`config.mk`:
```
export PLATFORM = sky130hd
export DESIGN_NAME = axis_sobol_2d_source
export DESIGN_NICKNAME = d
export VERILOG_FILES = /design/src/rtl/axis_sobol_2d_source.sv
export SDC_FILE = /design/constraint.sdc
export NUM_CORES = 1
export LEC_CHECK = 0
export BUFFER_PORTS_ARGS = -buffer_cell sky130_fd_sc_hd__buf_4
export CAP_MARGIN = 20
export CORE_MARGIN = 8
export CORE_UTILIZATION = 63
export DETAILED_ROUTE_END_ITERATION = 6
export PLACE_DENSITY_LB_ADDON = 0.2
export SLEW_MARGIN = 15
export SYNTH_ARGS = -nofsm -noshare
export SYNTH_HDL_FRONTEND = slang
export SYNTH_SLANG_ARGS = --single-unit
```
`constraint.sdc`:
```
create_clock -name m00_axis_aclk -period 8.6 [get_ports m00_axis_aclk]
set_input_delay 0 -clock m00_axis_aclk [delete_from_list [all_inputs] [get_ports m00_axis_aclk]]
set_output_delay 0 -clock m00_axis_aclk [all_outputs]
set_load 0.005 [all_outputs]
```
`src/rtl/axis_sobol_2d_source.sv`:
```
`default_nettype none
// ============================================================================
//  Module      : axis_sobol_2d_source
//  Description : 2-D Sobol point generator (dims 0/1, Gray-code order) on an
//                AXI-Stream master, one 64-bit point per beat.
//  Revision    : 1.0 - initial release
// ============================================================================
module axis_sobol_2d_source #(
    parameter int DIMS                   = 2,
    parameter int FRAC_BITS              = 32,
    parameter int INDEX_BITS             = 32,
    parameter int C_M00_AXIS_TDATA_WIDTH = DIMS * FRAC_BITS
) (
    input  logic                                  m00_axis_aclk,
    input  logic                                  m00_axis_aresetn,
    input  logic                                  start,
    input  logic [INDEX_BITS-1:0]                 start_index,
    input  logic [INDEX_BITS-1:0]                 num_samples,
    output logic                                  busy,
    output logic                                  done,
    output logic                                  m00_axis_tvalid,
    input  logic                                  m00_axis_tready,
    output logic [C_M00_AXIS_TDATA_WIDTH-1:0]     m00_axis_tdata,
    output logic                                  m00_axis_tlast,
    output logic [(C_M00_AXIS_TDATA_WIDTH/8)-1:0] m00_axis_tstrb,
    output logic [INDEX_BITS-1:0]                 sample_index
);

    localparam logic [1:0] c_st_idle = 2'd0;
    localparam logic [1:0] c_st_load = 2'd1;
    localparam logic [1:0] c_st_run  = 2'd2;

    // Dimension-1 direction vectors packed as 32 x 32-bit words, word k = v1[k].
    function automatic logic [1023:0] f_v1_table();
        logic [1023:0] t;
        logic [31:0]   v;
        t = '0;
        v = 32'h8000_0000;
        for (int k = 0; k < 32; k++) begin
            t[k*32 +: 32] = v;
            v             = v ^ (v >> 1);
        end
        return t;
    endfunction

    localparam logic [1023:0] c_v1_table = f_v1_table();

    logic [1:0]            r_state;
    logic [INDEX_BITS-1:0] r_start_index;
    logic [INDEX_BITS-1:0] r_num_samples;
    logic [INDEX_BITS-1:0] r_sample_index;
    logic [INDEX_BITS-1:0] r_remaining;
    logic [31:0]           r_u0;
    logic [31:0]           r_u1;
    logic                  r_tvalid;
    logic                  r_tlast;
    logic                  r_done;

    logic [31:0]           w_start32;
    logic [31:0]           w_gray;
    logic [31:0]           w_load_u0;
    logic [31:0]           w_load_u1;
    logic [INDEX_BITS-1:0] w_next_index;
    logic [31:0]           w_next32;
    logic [4:0]            w_c;
    logic [31:0]           w_v0_step;
    logic [31:0]           w_v1_step;
    logic                  w_handshake;

    assign w_start32    = 32'(r_start_index);
    assign w_next_index = r_sample_index + INDEX_BITS'(1);
    assign w_next32     = 32'(w_next_index);
    assign w_handshake  = r_tvalid & m00_axis_tready;

    // Direct point: XOR of the direction vectors selected by the Gray code bits.
    always_comb begin
        w_gray    = w_start32 ^ (w_start32 >> 1);
        w_load_u0 = '0;
        w_load_u1 = '0;
        for (int j = 0; j < 32; j++) begin
            if (w_gray[j]) begin
                w_load_u0 = w_load_u0 ^ (32'h8000_0000 >> j);
                w_load_u1 = w_load_u1 ^ c_v1_table[j*32 +: 32];
            end
        end
    end

    // Lowest set bit wins; an all-zero index (wrap) selects vector 31.
    always_comb begin
        w_c = 5'd31;
        for (int i = 31; i >= 0; i--) begin
            if (w_next32[i]) begin
                w_c = 5'(i);
            end
        end
    end

    assign w_v0_step = 32'h8000_0000 >> w_c;
    assign w_v1_step = c_v1_table[{w_c, 5'b00000} +: 32];

    always_ff @(posedge m00_axis_aclk or negedge m00_axis_aresetn) begin
        if (!m00_axis_aresetn) begin
            r_state        <= c_st_idle;
            r_start_index  <= '0;
            r_num_samples  <= '0;
            r_sample_index <= '0;
            r_remaining    <= '0;
            r_u0           <= '0;
            r_u1           <= '0;
            r_tvalid       <= 1'b0;
            r_tlast        <= 1'b0;
            r_done         <= 1'b0;
        end else begin
            r_done <= 1'b0;
            case (r_state)
                c_st_idle: begin
                    // A start coinciding with the done pulse belongs to the batch just finished.
                    if (start && !r_done) begin
                        r_start_index <= start_index;
                        r_num_samples <= num_samples;
                        if (num_samples == '0) begin
                            r_done <= 1'b1;
                        end else begin
                            r_state <= c_st_load;
                        end
                    end
                end
                c_st_load: begin
                    r_u0           <= w_load_u0;
                    r_u1           <= w_load_u1;
                    r_sample_index <= r_start_index;
                    r_remaining    <= r_num_samples;
                    r_tlast        <= (r_num_samples == INDEX_BITS'(1));
                    r_tvalid       <= 1'b1;
                    r_state        <= c_st_run;
                end
                c_st_run: begin
                    if (w_handshake) begin
                        if (r_tlast) begin
                            r_tvalid <= 1'b0;
                            r_tlast  <= 1'b0;
                            r_done   <= 1'b1;
                            r_state  <= c_st_idle;
                        end else begin
                            r_u0           <= r_u0 ^ w_v0_step;
                            r_u1           <= r_u1 ^ w_v1_step;
                            r_sample_index <= w_next_index;
                            r_remaining    <= r_remaining - INDEX_BITS'(1);
                            r_tlast        <= (r_remaining == INDEX_BITS'(2));
                        end
                    end
                end
                default: begin
                    r_state <= c_st_idle;
                end
            endcase
        end
    end

    assign busy            = (r_state == c_st_load) || (r_state == c_st_run);
    assign done            = r_done;
    assign m00_axis_tvalid = r_tvalid;
    assign m00_axis_tlast  = r_tlast;
    assign m00_axis_tdata  = C_M00_AXIS_TDATA_WIDTH'({r_u1, r_u0});
    assign m00_axis_tstrb  = '1;
    assign sample_index    = r_sample_index;

endmodule
`default_nettype wire
```
==> impl_metrics.yaml <==
die:
  start_util_pct: 63.4
  die_area_sq_mm: 0.0250
  core_area_sq_mm: 0.0200
  die_x_um: 158
  num_rows: 52
  ioPinCount: 176
  dieHeight_um: 158
logic_synthesis:
  synthTopCellsByArea: "dfrtp_1 39%, mux2_2 6.0%, xnor2_1 5.7%"
  yosysWarnings: 0
  synth.avg_cell_area_sq_um: 8.88
  netlist.area_leader.share_pct: 38.8
  yosys-top-cells-count: "197 x dfrtp_1, 127 x nand2_1, 106 x nor2_1"
  seq_area_frac_synth_pct: 38.8
  syn-cell-area_sq_mm: 0.0127
  synthFlopType: "dfrtp_1"
  synth_seq_cells: 197
  synth_edf_count: 0
  async_flop_share_pct: 100
  synth.most_common_cell: "dfrtp_1"
  synthCells: 1430
  synth_top_area_cell: "dfrtp_1"
  yosys.cell_types.count: 84
route:
  drc: 0
  wirelength_um: 43200
  drt_iter0_markers: 1302
  via_per_inst: 6.66
  vias: 12400
  wl_per_cell_um: 23.2
  detail-route-antenna-nets: 0
  drt-pass1-iter-count: 7
critical_path:
  cp.depth: 10
  cp-endpoint: "r_u0[7]$_DFFE_PN0P_"
  slowest_delay_ns: 0.78
  critPathCaptureType: "flop"
  crit_arrival_ns: 5.20
  setup.worst_path.start: "sample_index[0]$_DFFE_PN0P_"
  crit_chain: "ha_1 -> nand4_2 -> mux2i_1 -> a2bb2oi_1 -> nor3b_1 -> nand3_1 -> or3_1 -> nor2_1 -> or4b_1 -> nand3_1"
  rr_startpoint: "sample_index[0]$_DFFE_PN0P_"
  r2r_cells: 10
  ff2ff_setup_slack_ns: 3.79
  crit_fanout: 18
  r2r_end: "r_u0[7]$_DFFE_PN0P_"
  path_class: "reg2reg"
  crit_top_cell: "nand3_1"
  startpoint_type: "flop"
  required_ns: 8.98
  cp_slowest_cell: "nand3_1"
  critPathBufInv: 0
  critPathTopFamily: "simple AND/OR/NAND/NOR gates"
grt:
  grt_max_degree: 88
  grt_pass1_wl_um: 67400
  antenna_found_initial: 0
  track_usage_pct: 34.8
  grt_overflow: 0
  grt_pass1_vias: 11900
sta:
  fin_setup_tns_ns: 0
  rsz0062_at_grt: "false"
  fmaxAchievable_mhz: 208
  period_share_pct: 56.0
  min_period_ns: 4.81
  finalHoldViolations: 1
  clock_skew_ns: 0.0134
  timing.hold.ws_ns: -0.000115
  tightest_slew_ns: 1.09
  setup-violations-final: 0
  maxSlewHeadroom_pct: 27.3
  drv_slew: 0
placement:
  placed_cell_area_sq_mm: 0.0139
  dp_hpwl_um: 28900
  io_buffers: 167
  place.gp.congestion: 0.923
clocking:
  clk_path_buf_depth: 2
  cts_tree: "built"
  clock_latency_ns: 0.46
  cts_inserted_buffers: 17
  h-tree-depth: 4
  clk_root_buffer_cell: "clkbuf_16"
  clock-sinks: 197
  post_cts.repair.setup_buffers: 0
  clk_pin_slew_worst_paths_ns: 0.08
finish:
  stdcell_area_sq_mm: 0.0152
  area_growth_pct: 19.9
  drive_gt1_share_pct: 20.0
  fin_util_pct: 76.0
  layout.nets: 1655
  num-fill-cells: 1436
  diodes: 0
power_and_ir_drop:
  ir_drop_mv: 0.248
  p_leak_nw: 6.10
  power.density_mw_per_mm2: 473
min_path:
  min_path_cells: 4
  hp-class: "in2reg"
outcome:
  status: "finished, violations left"
  violations: "negative hold slack"
run:
  maxCapViolations: 0
==> flip-flops by register name, indices dropped and copies added, names as in the netlist <==
signal           cells
m00_axis_tvalid      1
done                 1
m00_axis_tlast       1
r_start_index       32
r_u1                32
r_remaining         32
sample_index        32
r_num_samples       32
r_state              2
r_u0                32
==> per-layer routing <==
metal	vias up	share of wire (%)	track usage (%)
met5	-	0	0
met4	0	3.9	15.5
met3	124	9.7	7.15
met2	736	47	55.7
met1	5990	40	45.0
li1	5565	-	-
==> through the flow <==
| step | worst slack, ns | total power, mW | instances |
|---|---|---|---|
| after floorplan | 4.95 | 4.85 | 1437 |
| after global placement | 4.11 | 6.08 | 1766 |
| after detailed placement | 4.02 | 6.18 | 1766 |
| after CTS | 3.99 | 7.08 | 1864 |
| after global routing | 3.57 | 7.61 | 1864 |
| final | 3.79 | 7.19 | 1864 |
==> worst register-to-register path: stages, from the launching register on <==
cell and delay (ns):
dfrtp_1 0.60, ha_1 0.38, nand4_2 0.36, mux2i_1 0.24, a2bb2oi_1 0.20, nor3b_1 0.63, nand3_1 0.78, or3_1 0.72
nor2_1 0.29, or4b_1 0.47, nand3_1 0.08
==> report_power, final <==
part           internal, mW  switching (mW)
clock                 0.410           0.456
sequential             1.42           0.829
combinational          1.85            2.23
total                  3.68            3.51
==> kinds of logic after synthesis <==
kind of cell               synth area share (%)
and+or+nand+nor                            20.1
buffers and inverters                      4.93
other                                    0.0295
AOI/OAI and AO/OA                          19.6
muxes                                      8.16
DFF                                        38.8
adders and majority gates                 0.591
xor gates and xnor gates                   7.86
==> cell type report <==
cell class / instances / area, sq um / share of cell area, %
inverters: 26 / 97.6 / 0.641
clock inverters: 15 / 208 / 1.36
clock buffers: 17 / 425 / 2.79
multi-input cells: 1093 / 7210 / 47.3
repair buffers: 246 / 2020 / 13.3
well taps: 270 / 338 / 2.22
flip-flops and latches: 197 / 4930 / 32.4
==> placed cells by master, fill, tap and decap left out, types with 41 or more instances in the layout <==
cell type / synthesis / final
nand3_1: 45 / 45
dfrtp_1: 197 / 197
a21oi_1: 103 / 103
nor3_1: 41 / 41
o21ai_0: 85 / 85
nor2_1: 106 / 103
nand2_1: 127 / 125
o22ai_1: 44 / 44
dlygate4sd3_1: 0 / 66
buf_4: 11 / 179
mux2_2: 68 / 68
xnor2_1: 82 / 82
==> worst min path at each step <==
stage                                start                            end  slack (ns)
after floorplan           m00_axis_aresetn                 done$_DFF_PN0_       -0.30
after global placement    m00_axis_aresetn  r_start_index[20]$_DFFE_PN0P_        0.11
after detailed placement  m00_axis_aresetn   sample_index[23]$_DFFE_PN0P_        0.11
after CTS                            start         r_state[0]$_DFFE_PN0P_       0.002
after global routing                 start         r_state[0]$_DFFE_PN0P_        0.04
final                                start         r_state[0]$_DFFE_PN0P_     -0.0001
==> timing repair <==
action / CTS / global route
hold endpoints to repair: 151 / 0
hold buffers: 66 / 0
resized for setup: 0 / 0
No activity file was read; power rests on OpenSTA's default activity.
